==> config.mk <==
export PLATFORM = sky130hd
export DESIGN_NAME = interrupt_controller_prio
export DESIGN_NICKNAME = d
export VERILOG_FILES = /design/src/rtl/interrupt_controller_prio.sv
export SDC_FILE = /design/constraint.sdc
export NUM_CORES = 1
export LEC_CHECK = 0
export ABC_AREA = 1
export BUFFER_PORTS_ARGS = -buffer_cell sky130_fd_sc_hd__buf_2
export CAP_MARGIN = 0
export CORE_MARGIN = 2
export CORE_UTILIZATION = 39
export CTS_CLUSTER_DIAMETER = 40
export DETAILED_ROUTE_END_ITERATION = 12
export PLACE_DENSITY = 0.85
export SLEW_MARGIN = 15
export SYNTH_ARGS = -nofsm -noshare
export SYNTH_HDL_FRONTEND = slang
export SYNTH_SLANG_ARGS = --single-unit
==> constraint.sdc <==
create_clock -name clk -period 1.2 [get_ports clk]
set_input_delay 0.12 -clock clk [delete_from_list [all_inputs] [get_ports clk]]
set_output_delay 0.12 -clock clk [all_outputs]
set_load 0.01 [all_outputs]
==> src/rtl/interrupt_controller_prio.sv <==
// N-source interrupt controller: edge/level capture, mie masking,
// fixed or round-robin arbitration, one-cycle strobe, cause held to ack.
module interrupt_controller_prio #(
  parameter int          N_SRC     = 32,
  parameter logic [31:0] EDGE_MASK = 32'h0000_0000,
  parameter bit          RR_MODE   = 1'b0
) (
  input  logic             clk,
  input  logic             reset,
  input  logic [N_SRC-1:0] int_int_req_i,
  input  logic [N_SRC-1:0] int_mie_i,
  input  logic             int_rst_i,
  output logic [31:0]      int_mcause_o,
  output logic             int_int_o,
  output logic             int_busy_o
);

  localparam int IW = $clog2(N_SRC);
  localparam logic [N_SRC-1:0] EM = EDGE_MASK[N_SRC-1:0];
  localparam logic [N_SRC-1:0] ONE = {{(N_SRC-1){1'b0}}, 1'b1};

  typedef enum logic {
    IDLE = 1'b0,
    BUSY = 1'b1
  } state_e;

  state_e           state_q;
  logic [N_SRC-1:0] req_q;
  logic [N_SRC-1:0] edge_q;
  logic [N_SRC-1:0] edge_d;
  logic [N_SRC-1:0] pend;
  logic [N_SRC-1:0] elig;
  logic [N_SRC-1:0] clr;
  logic [IW-1:0]    rr_q;
  logic [IW-1:0]    mcause_q;
  logic [IW-1:0]    win;
  logic [IW-1:0]    sel;
  logic [IW:0]      sum;
  logic             found;
  logic             int_q;
  logic             busy_q;
  logic             ack;

  assign ack  = (state_q == BUSY) && int_rst_i;
  assign clr  = ack ? (ONE << mcause_q) : '0;

  // a fresh rising edge beats the clear of the same bit
  assign edge_d = ((edge_q & ~clr) | (int_int_req_i & ~req_q)) & EM;

  assign pend = (edge_q & EM) | (int_int_req_i & ~EM);
  assign elig = pend & int_mie_i;

  // pick the winner: lowest index, or first index after rr pointer
  always_comb begin
    win   = '0;
    found = 1'b0;
    sum   = '0;
    sel   = '0;
    for (int k = 0; k < N_SRC; k++) begin
      if (RR_MODE) begin
        sum = {1'b0, rr_q} + (IW+1)'(k + 1);
        if (sum >= (IW+1)'(N_SRC)) begin
          sum = sum - (IW+1)'(N_SRC);
        end
        sel = sum[IW-1:0];
      end else begin
        sel = IW'(k);
      end
      if (!found && elig[sel]) begin
        found = 1'b1;
        win   = sel;
      end
    end
  end

  // request history and latched edge-pending bits
  always_ff @(posedge clk or negedge reset) begin
    if (!reset) begin
      req_q  <= '0;
      edge_q <= '0;
    end else begin
      req_q  <= int_int_req_i;
      edge_q <= edge_d;
    end
  end

  // accept / hold-until-ack control with registered outputs
  always_ff @(posedge clk or negedge reset) begin
    if (!reset) begin
      state_q  <= IDLE;
      mcause_q <= '0;
      int_q    <= 1'b0;
      busy_q   <= 1'b0;
      rr_q     <= IW'(N_SRC - 1);
    end else begin
      unique case (state_q)
        IDLE: begin
          int_q <= 1'b0;
          if (found) begin
            state_q  <= BUSY;
            mcause_q <= win;
            int_q    <= 1'b1;
            busy_q   <= 1'b1;
          end
        end
        BUSY: begin
          int_q <= 1'b0;
          if (int_rst_i) begin
            state_q <= IDLE;
            busy_q  <= 1'b0;
            rr_q    <= mcause_q;
          end
        end
        default: begin
          state_q <= IDLE;
        end
      endcase
    end
  end

  assign int_mcause_o = {{(32-IW){1'b0}}, mcause_q};
  assign int_int_o    = int_q;
  assign int_busy_o   = busy_q;

endmodule

# [Yosys cells after proc, flatten, opt, wreduce, memory -nomap -nowiden]
# Index checks and enable logic that the tools add are counted.
# Widths: inputs -> output; s select.
[op_classes] n_eq_ne=2 mux=70 bitwise_logic=2 reduce_logical=64
[ops] cell="$mux 5" count=16
[ops] cell="$mux 1" count=37
[ops] cell="$and 32x32->32" count=1
[ops] cell="$mux 4" count=8
[ops] cell="$logic_and 1x1->1" count=31
[ops] cell="$logic_not 1->1" count=31
[ops] cell="$mux 3" count=4
[ops] cell="$pmux 1 s2" count=3
[ops] cell="$mux 2" count=2
[ops] cell="$ne 2x2->1 const B" count=2
[ops] cell="$reduce_and 2->1" count=2
[ops] cell="$not 1->1" count=1
[totals] reg_bits=8 output_inout_bits=34 wordCells=142

# [Longest topological paths before layout]
# Gate-level depths: netlist of the first run.
[depth] word_depth=97 mapped_depth=21 mapped_depth_nobuf=21

# [Worst setup path after synthesis of the first run]
# OpenSTA, ideal clock, no wires.
[synth_path] path_kind="in2reg" start="input int_int_req_i[0]" end="register mcause_q[3]" setup_ns=0.124 arrival_ns=1.963 required_time_ns=1.076 setup_slack_ns=-0.887 path_stages=18 path_buffers=0 path_cell_list="nand2_2 > nand2_2 > nor2_4 > nand4_4 > nor2_4 > nand4_4 > nor2_4 > nand4_4 > nor2_4 > nand4_4 > nor2_4 > nand4_4 > nor2_4 > nand4_4 > nor2_4 > nand2_2 > nand2_4 > a21oi_1"
[synth_via] elab_chain_cells=96 elab_cells_between_ends=120 classes_between="mux: 56; bitwise: 1; reduce/logical: 63"
[synth_lines] element="start: declaration" line="10" text="input logic [N_SRC-1:0] int_int_req_i,"
[synth_lines] element="$and 32x32->32 (*)" line="51" text="assign elig = pend & int_mie_i;"
[synth_lines] element="$mux 1 (*)" line="69" text="if (!found && elig[sel]) begin"
[synth_lines] element="$logic_not 1->1" line="69"
[synth_lines] element="$logic_and 1x1->1" line="69"
[synth_lines] element="$mux 1 (*)" line="69"
[synth_lines] element="$logic_not 1->1" line="69"
[synth_lines] element="$logic_and 1x1->1" line="69"
[synth_lines] element="$mux 1 (*)" line="69"
[synth_lines] element="[... 80 more ...]"
[synth_lines] element="$mux 1" line="69"
[synth_lines] element="$logic_not 1->1" line="69"
[synth_lines] element="$logic_and 1x1->1" line="69"
[synth_lines] element="$mux 1" line="69"
[synth_lines] element="$logic_not 1->1" line="69"
[synth_lines] element="$logic_and 1x1->1" line="69"
[synth_lines] element="$mux 1" line="69"
[synth_lines] element="$reduce_and 2->1 (no source line)"
[synth_lines] element="end signal: assignment" line="101" text="mcause_q <= win;"
[synth_lines] element="end: declaration" line="35" text="logic [IW-1:0] mcause_q;"
# Every way passes the cells marked *; elsewhere a longest branch is shown, timed or not.
# A chain may end at the register's enable or synchronous reset.

# [Worst setup path in the final report of the first run]
[layout_path] start="input int_mie_i[0]" end="register mcause_q[3]"
[layout_via] elab_chain_cells=96 elab_cells_between_ends=120 classes_between="mux: 56; bitwise: 1; reduce/logical: 63"
[layout_lines] element="start: declaration" line="11" text="input logic [N_SRC-1:0] int_mie_i,"
[layout_lines] element="$and 32x32->32 (*)" line="51"
[layout_lines] element="$mux 1 (*)" line="69"
[layout_lines] element="$logic_not 1->1" line="69"
[layout_lines] element="$logic_and 1x1->1" line="69"
[layout_lines] element="$mux 1 (*)" line="69"
[layout_lines] element="$logic_not 1->1" line="69"
[layout_lines] element="$logic_and 1x1->1" line="69"
[layout_lines] element="$mux 1 (*)" line="69"
[layout_lines] element="[... 80 more ...]"
[layout_lines] element="$mux 1" line="69"
[layout_lines] element="$logic_not 1->1" line="69"
[layout_lines] element="$logic_and 1x1->1" line="69"
[layout_lines] element="$mux 1" line="69"
[layout_lines] element="$logic_not 1->1" line="69"
[layout_lines] element="$logic_and 1x1->1" line="69"
[layout_lines] element="$mux 1" line="69"
[layout_lines] element="$reduce_and 2->1 (no source line)"
# Marked as above.

==> summary.md, run 1 <==
| Metric | Value |
|---|---|
| Status | finished, violations left |
| Violated checks | setup timing |
| Sequential area share after synthesis | 16.2% |
| Hold Startpoint | int_rst_i |
| Largest net degree at the start of global routing | 9 |
| R2r setup slk | 0.23 ns |
| Placer Congestion | 0.790 |
| Share of cells above drive strength 1 | 47.0% |
| DP Cell Count | 326 |
| Yosys top cell area share | 16.4% |
| Avg Inst Size Synth | 6.76 µm² |
| RSZ-0062 raised after global routing | yes |
| Clock sinks | 8 |
| Compound-gate portion of the synthesized area | 9.01% |
| Placed Area | 1800 µm² |
| CTS tree | yes |
| Initial core utilization | 40.8% |
| F_max | 503 MHz |
| Yosys top cell by area | buf_4 |
| Initial antenna violation count | 0 |
| Final core utilization | 64.9% |
| WHS | 0.0625 ns |
| Mapped Cells | 183 |
| CTS Root Cell | clkbuf_4 |
| Hold Crit Depth | 2 |
| Number of synthesized flops with an enable pin | 0 |
| Count leader, synth | nand2_1 |
| Area growth, synth to finish | 59.0% |
| Synth area leaders | buf_4 16%, dfrtp_1 16%, nand2_1 14%, nand4_4 10%, inv_1 7.9% |
| Leading post-synthesis cells by instance count | 47 x nand2_1, 27 x buf_4, 26 x inv_1 |
| Diodes inserted | 0 |
| Final Worst Setup Slack | -0.786 ns |
| First-pass GRT wire length | 4.89 mm |
| WL final | 3.04 mm |
| Gate power share | 58.9% |
| Starting DRC count in detailed routing | 29 |
| Worst r2r src | state_q$_DFF_PN0_ |
| Hold EP | state_q$_DFF_PN0_ |
| Final hold vios | 0 |
| Die Y-Extent | 60.3 µm |
| ANT nets after route | 0 |
| Worst IR drop on VDD | 0.000388 V |
| Cts bufs inserted | 3 |
| Die ar. | 3640 µm² |
| CP Launch Type | input port |
| Tot GR Track Use | 16.9% |
| Total grt overflow | 0 |
| PwrDens | 838 nW/µm² |
| Synth Area in Adders | 0% |
| Clock latency on the worst-skew pair | 0.25 ns |
| Post-route cell area | 1970 µm² |
| Layout Cells excl Fill | 340 |
| Power share of the clock group | 12.5% |
| Flop pwr share | 28.6% |
| Yosys warns | 0 |
| DR pass1 iterations | 4 |
| Final Skew | 0.00177 ns |
| Asr flop ratio synth | 100% |
| Crit Path Class | input port to flip-flop |
| Reg2Reg Depth | 4 |
| Largest family of logic cells by synthesized area | simple AND/OR/NAND/NOR gates |
| DRC violations left | 0 |
| Vias post-DR | 1,451 |
| Die W | 60.3 µm |
| Switch share | 42.1% |
| Clock H-tree levels | 1 |
| Power Internal | 0.000954 W |
| Crit-path max FO | 3 |
| Maximum clock insertion buffer count | 2 |
| Cell Rows | 20 |
| Routed vias/inst | 4.27 |
| DP HPWL | 2.71 mm |
| P_sw | 0.000694 W |
| Max-cap violations | 0 |
| RR Endpoint | mcause_q[3]$_DFFE_PN0P_ |
| Hold WC Path Type | input port to flip-flop |
| Vias in the first global route | 1,291 |
| Simple-Gate Fraction of Synth Area | 50.2% |
| Top Ports | 101 |
| CP endpoint kind | flip-flop |
| Final Max Slew Viols | 0 |
| Arrival @ worst endpoint | 2.17 ns |
| Synth Register Bits | 8 |
| Ys flop type | dfrtp_1 |
| Final setup violation count | 8 |
| Layout Nets | 365 |
| Clock transition at path regs | 0.05 ns |
| Post-synthesis mux area share | 0% |
| WL per Instance | 8.94 µm |
| I/O Buffers | 73 |
| WP data required | 1.38 ns |
| Synthesized area | 1240 µm² |
| Tcrit/Tclk final | 166% |
| Leakage | 1.14 nW |
| Netlist cell types | 27 |
| Crit path time final | 1.99 ns |
| XOR/XNOR Fraction of Synth Area | 0% |
| Core area | 3030 µm² |
critical path: stages:
cell     delay, ns
buf_8         0.10
nand2_8       0.06
nand2_4       0.06
nor2_4        0.13
nand4_4       0.10
nor2_4        0.13
nand4_4       0.10
nor2_4        0.13
nand4_4       0.11
nor2_4        0.12
nand4_4       0.10
nor2_4        0.13
nand4_4       0.11
nor2_4        0.15
nand4_4       0.11
buf_4         0.15
nand2_1       0.09
nor3_1        0.07
a21oi_2       0.10
power groups by stage:
stage	Clock (W)	Sequential [W]	Combinational (W)
final	0.000206	0.000471	0.000971
after global routing	0.000214	0.000486	0.00109
after CTS	0.000208	0.000471	0.000957
after detailed placement	0	0.000474	0.000904
after global placement	0	0.000470	0.000875
after floorplan	0	0.000532	0.000499
layout make-up:
cell class	count	area (µm²)
well taps	44	55.1
clock buffers	3	22.5
fillers	289	1060
repair buffers	111	694
inverters	26	97.6
multi-input cells	148	896
flip-flops and latches	8	200
placed cells by master, fill, tap and decap left out, types with 2 or more instances in the layout:
cell type / count
nand4_4: 6
o2111ai_1: 3
buf_6: 5
buf_4: 37
dfrtp_1: 8
nand2_1: 45
nor2_4: 7
inv_1: 26
clkbuf_4: 3
nand2_4: 4
conb_1: 27
nor3_1: 3
a21oi_2: 3
buf_2: 67
nor2_1: 16
nand4_1: 7
a21oi_1: 2
nand3_1: 9
nand2_8: 2
nand2_2: 2
worst max path at each step:
stage	start	end	slack [ns]	cells past startpoint
2_1_floorplan	int_int_req_i[0]	mcause_q[3]$_DFFE_PN0P_	-0.86	18
3_5_place_dp	int_int_req_i[0]	state_q$_DFF_PN0_	-1.20	19
6_report	int_mie_i[0]	mcause_q[3]$_DFFE_PN0P_	-0.79	19
4_1_cts	int_mie_i[0]	mcause_q[3]$_DFFE_PN0P_	-0.81	19
3_3_place_gp	int_int_req_i[0]	mcause_q[3]$_DFFE_PN0P_	-1.07	19
5_1_grt	int_mie_i[0]	mcause_q[0]$_DFFE_PN0P_	-1.0	20
registers in the layout (all words and copies together) (netlist names):
register / flops
int_busy_o: 1
int_int_o: 1
mcause_q: 5
state_q: 1
through the flow:
step | setup TNS, ns | setup slack [ns] | total power [W]
final | -6.07 | -0.786 | 0.00165
after global routing | -7.41 | -0.996 | 0.00179
after CTS | -6.16 | -0.806 | 0.00164
after detailed placement | -9.30 | -1.20 | 0.00138
after global placement | -8.42 | -1.07 | 0.00134
after floorplan | -6.70 | -0.857 | 0.00103
routing by layer:
metal	global-route usage, %	share of wire (%)	vias to the layer above
li1	-	-	777
met1	20.9	43	613
met2	31.4	49	59
met3	1.52	8.1	2
met4	3.49	0.39	0
met5	0	0	-
cell families (layout without fill, tap and decap cells):
kind of cell | count (synthesis) | after routing
other | 1 | 27
flip-flops | 8 | 8
AO/OA/AOI/OAI | 16 | 16
buffers and inverters | 53 | 140
AND/OR/NAND/NOR | 105 | 105
repair_timing:
action / 4_1_cts / 5_1_grt
buffers inserted: 7 / 3
setup endpoints to repair: 8 / 8
gates resized for setup: 13 / 2
pin swaps: 2 / 0
gates cloned: 0 / 0
endpoints found under the hold margin: 8 / 0
hold buffers: 1 / 0
Note: power is estimated with default switching activity, not from simulation.
==> run 2, diff against run 1 <==
==> constraint.sdc (replaced) <==
create_clock -name clk -period 2 [get_ports clk]
set_input_delay 0.2 -clock clk [delete_from_list [all_inputs] [get_ports clk]]
set_output_delay 0.2 -clock clk [all_outputs]
set_load 0.01 [all_outputs]
==> run 2 against run 1 <==
Effect of this change: the flow still finishes with violations (setup timing); final cell count down 4.7%; utilization down 4.3 points; total power is 44% lower; clock-buffer cell count stayed put; critical endpoint is now mcause_q[2]$_DFFE_PN0P_; flip-flop and latch count stayed put.
==> summary.md, run 2 (synthesis gave the netlist of run 1 again) <==
| Metric | Value |
|---|---|
| Status | finished, violations left |
| Violated checks | setup timing |
| Layout Nets | 349 (-4.4%) |
| Largest net degree at the start of global routing | 9 (unchanged) |
| Commonest cells after routing, fill and taps aside | 67 x buf_2, 44 x nand2_1, 27 x conb_1 |
| DP HPWL | 2.55 mm (-6.0%) |
| Final Skew | 0.0000593 ns (-0.00171 ns) |
| Routed vias/inst | 4.34 (+1.8%) |
| CP endpoint kind | flip-flop |
| WP data required | 2.14 ns (+0.76 ns) |
| Filler instances | 282 (-2.4%) |
| Maximum clock insertion buffer count | 2 (unchanged) |
| Vias post-DR | 1,407 (-3.0%) |
| Gate power share | 56.0% (-2.9 points) |
| Reg2Reg Depth | 4 (unchanged) |
| Die W | 60.3 µm (unchanged) |
| Final core utilization | 60.7% (-4.3 points) |
| Clock H-tree levels | 1 (unchanged) |
| Die ar. | 3640 µm² (unchanged) |
| Top Ports | 101 (unchanged) |
| Crit path cell chain | buf_8, nand2_8, nand2_4, nor2_4, nand4_4, nor2_4, nand4_4, nor2_4, nand4_4, nor2_4, nand4_4, nor2_4, nand4_4, nor2_4, nand4_4, nor2_4, nand2_2, nand2_4, a21oi_1 |
| Crit-path max FO | 7 (+4) |
| CTS Root Cell | clkbuf_4 |
| Area growth, synth to finish | 48.6% |
| Vias in the first global route | 1,214 (-6.0%) |
| Register area | 200 µm² (unchanged) |
| Area of the multi-input gates | 887 µm² (-0.98%) |
| Worst IR drop on VDD | 0.000220 V (-43%) |
| Cell Rows | 20 (unchanged) |
| Power Internal | 0.000534 W (-44%) |
| Flop pwr share | 30.8% (+2.2 points) |
| Total grt overflow | 0 (unchanged) |
| Tcrit/Tclk final | 104% |
| Register with the most flip-flops | mcause_q |
| DR WL met2 | 1.38 mm (-6.8%) |
| Metal3 WL | 252 µm (+2.0%) |
| Final Max Slew Viols | 0 (unchanged) |
| Final Worst Setup Slack | -0.0764 ns (+0.710 ns) |
| Share of cells above drive strength 1 | 43.2% (-3.7 points) |
| DRC violations left | 0 (unchanged) |
| Slowest CP cell | nor2_4 |
| Leakage | 1.07 nW (-6.8%) |
| WL per Instance | 8.89 µm (-0.52%) |
| Placer Congestion | 0.783 (-0.86%) |
| Diodes inserted | 0 (unchanged) |
| Commonest non-fill, non-tap cell in the layout | buf_2 |
| WL final | 2.88 mm (-5.2%) |
| RSZ-0062 raised after global routing | yes |
| PwrDens | 503 nW/µm² (-40%) |
| I/O Buffers | 73 (unchanged) |
| Crit Path Class | input port to flip-flop |
| Initial core utilization | 40.8% (unchanged) |
| Max-cap violations | 0 (unchanged) |
| P_sw | 0.000390 W (-44%) |
| Power share of the clock group | 13.2% (+0.7 points) |
| Crit path time final | 2.08 ns |
| Clock latency on the worst-skew pair | 0.25 ns (about the same) |
| Die Y-Extent | 60.3 µm (unchanged) |
| Crit path top cell by count | nor2_4 |
| Worst slack, placed | -0.473 ns (+0.727 ns) |
| Initial antenna violation count | 0 (unchanged) |
| Largest register FFs | 5 (unchanged) |
| Tot GR Track Use | 17.0% (+0.18 points) |
| F_max | 482 MHz |
| ANT nets after route | 0 (unchanged) |
| Starting DRC count in detailed routing | 36 (+24%) |
| Final hold vios | 0 (unchanged) |
| CTS tree | yes |
| Switch share | 42.2% (+0.12 points) |
| Hold Crit Depth | 2 (unchanged) |
| DR top layer | met4 |
| Cts bufs inserted | 3 (unchanged) |
| Clock sinks | 8 (unchanged) |
| Final setup violation count | 7 (-1) |
| DR pass1 iterations | 4 (unchanged) |
| Hold WC Path Type | input port to flip-flop |
| Clock transition at path regs | 0.05 ns (about the same) |
| Metal-1 WL | 1.22 mm (-5.8%) |
| Slowest stage delay, CP | 0.17 ns (+0.02 ns) |
| First-pass GRT wire length | 4.77 mm (-2.4%) |
| Arrival @ worst endpoint | 2.22 ns (+0.05 ns) |
| CP Launch Type | input port |
| Core area | 3030 µm² (unchanged) |
==> run 2: changes by cell type in the layout (fill, tap and decap cells not counted), sizes merged <==
| cell | previous run | this run |
|---|---|---|
| buf | 110 | 94 |
==> run 2: power by group through the flow <==
stage,registers [W],logic (W),clock network [W]
2_1_floorplan,0.000319,0.000300,0
3_3_place_gp,0.000280,0.000491,0
3_5_place_dp,0.000286,0.000498,0
4_1_cts,0.000285,0.000521,0.000124
5_1_grt,0.000293,0.000582,0.000139
6_report,0.000284,0.000518,0.000122
==> run 2: cell type report <==
class                   instances  area share [%]
clock buffers                   3            1.23
inverters                      26            5.31
multi-input cells             148            48.3
flip-flops and latches          8            10.9
well taps                      44            3.00
repair buffers                 95            31.3
==> run 2: worst paths after layout <==
path,slack [ns],endpoint,startpoint
min in group asynchronous,0.34,mcause_q[2]$_DFFE_PN0P_,reset
worst min register to register,0.49,int_int_o$_DFF_PN0_,state_q$_DFF_PN0_
max in group asynchronous,1.50,mcause_q[4]$_DFFE_PN0P_,reset
worst max-delay path,-0.08,mcause_q[2]$_DFFE_PN0P_,int_mie_i[1]
worst min-delay path,0.14,state_q$_DFF_PN0_,int_rst_i
worst max register to register,0.98,mcause_q[4]$_DFFE_PN0P_,state_q$_DFF_PN0_
==> run 2: metrics by stage <==
step                hold WS, ns  instance area [µm²]  cells  setup TNS [ns]  total power, W
detailed placement       0.0440                 1680    310           -3.60        0.000784
CTS                       0.133                 1820    323          -0.543        0.000931
global route              0.122                 1840    324           -1.93         0.00101
global placement         0.0425                 1680    310           -2.69        0.000772
finish                    0.136                 1840    324          -0.496        0.000924
floorplan               -0.0956                 1380    209          -0.936        0.000618
==> run 2: routing by layer <==
layer | vias to the layer above | track usage (%)
met1 | 599 | 21.8
met4 | 0 | 5.71
met2 | 63 | 28.4
li1 | 739 | -
met5 | - | 0
met3 | 6 | 3.68
==> run 2: repair_timing <==
| action | 4_1_cts | 5_1_grt |
|---|---|---|
| buffers inserted | 9 | 1 |
| endpoints found under the hold margin | 8 | 0 |
| setup endpoints to repair | 8 | 8 |
| pin swaps | 5 | 1 |
| resized for setup | 12 | 1 |
| hold buffers | 1 | 0 |
==> run 2: worst max-delay path, delay by kind of cell <==
kind / cells / cell delay, ns
buffers and inverters: 1 / 0.10
and+or+nand+nor: 17 / 1.83
AOI/OAI and AO/OA: 1 / 0.07
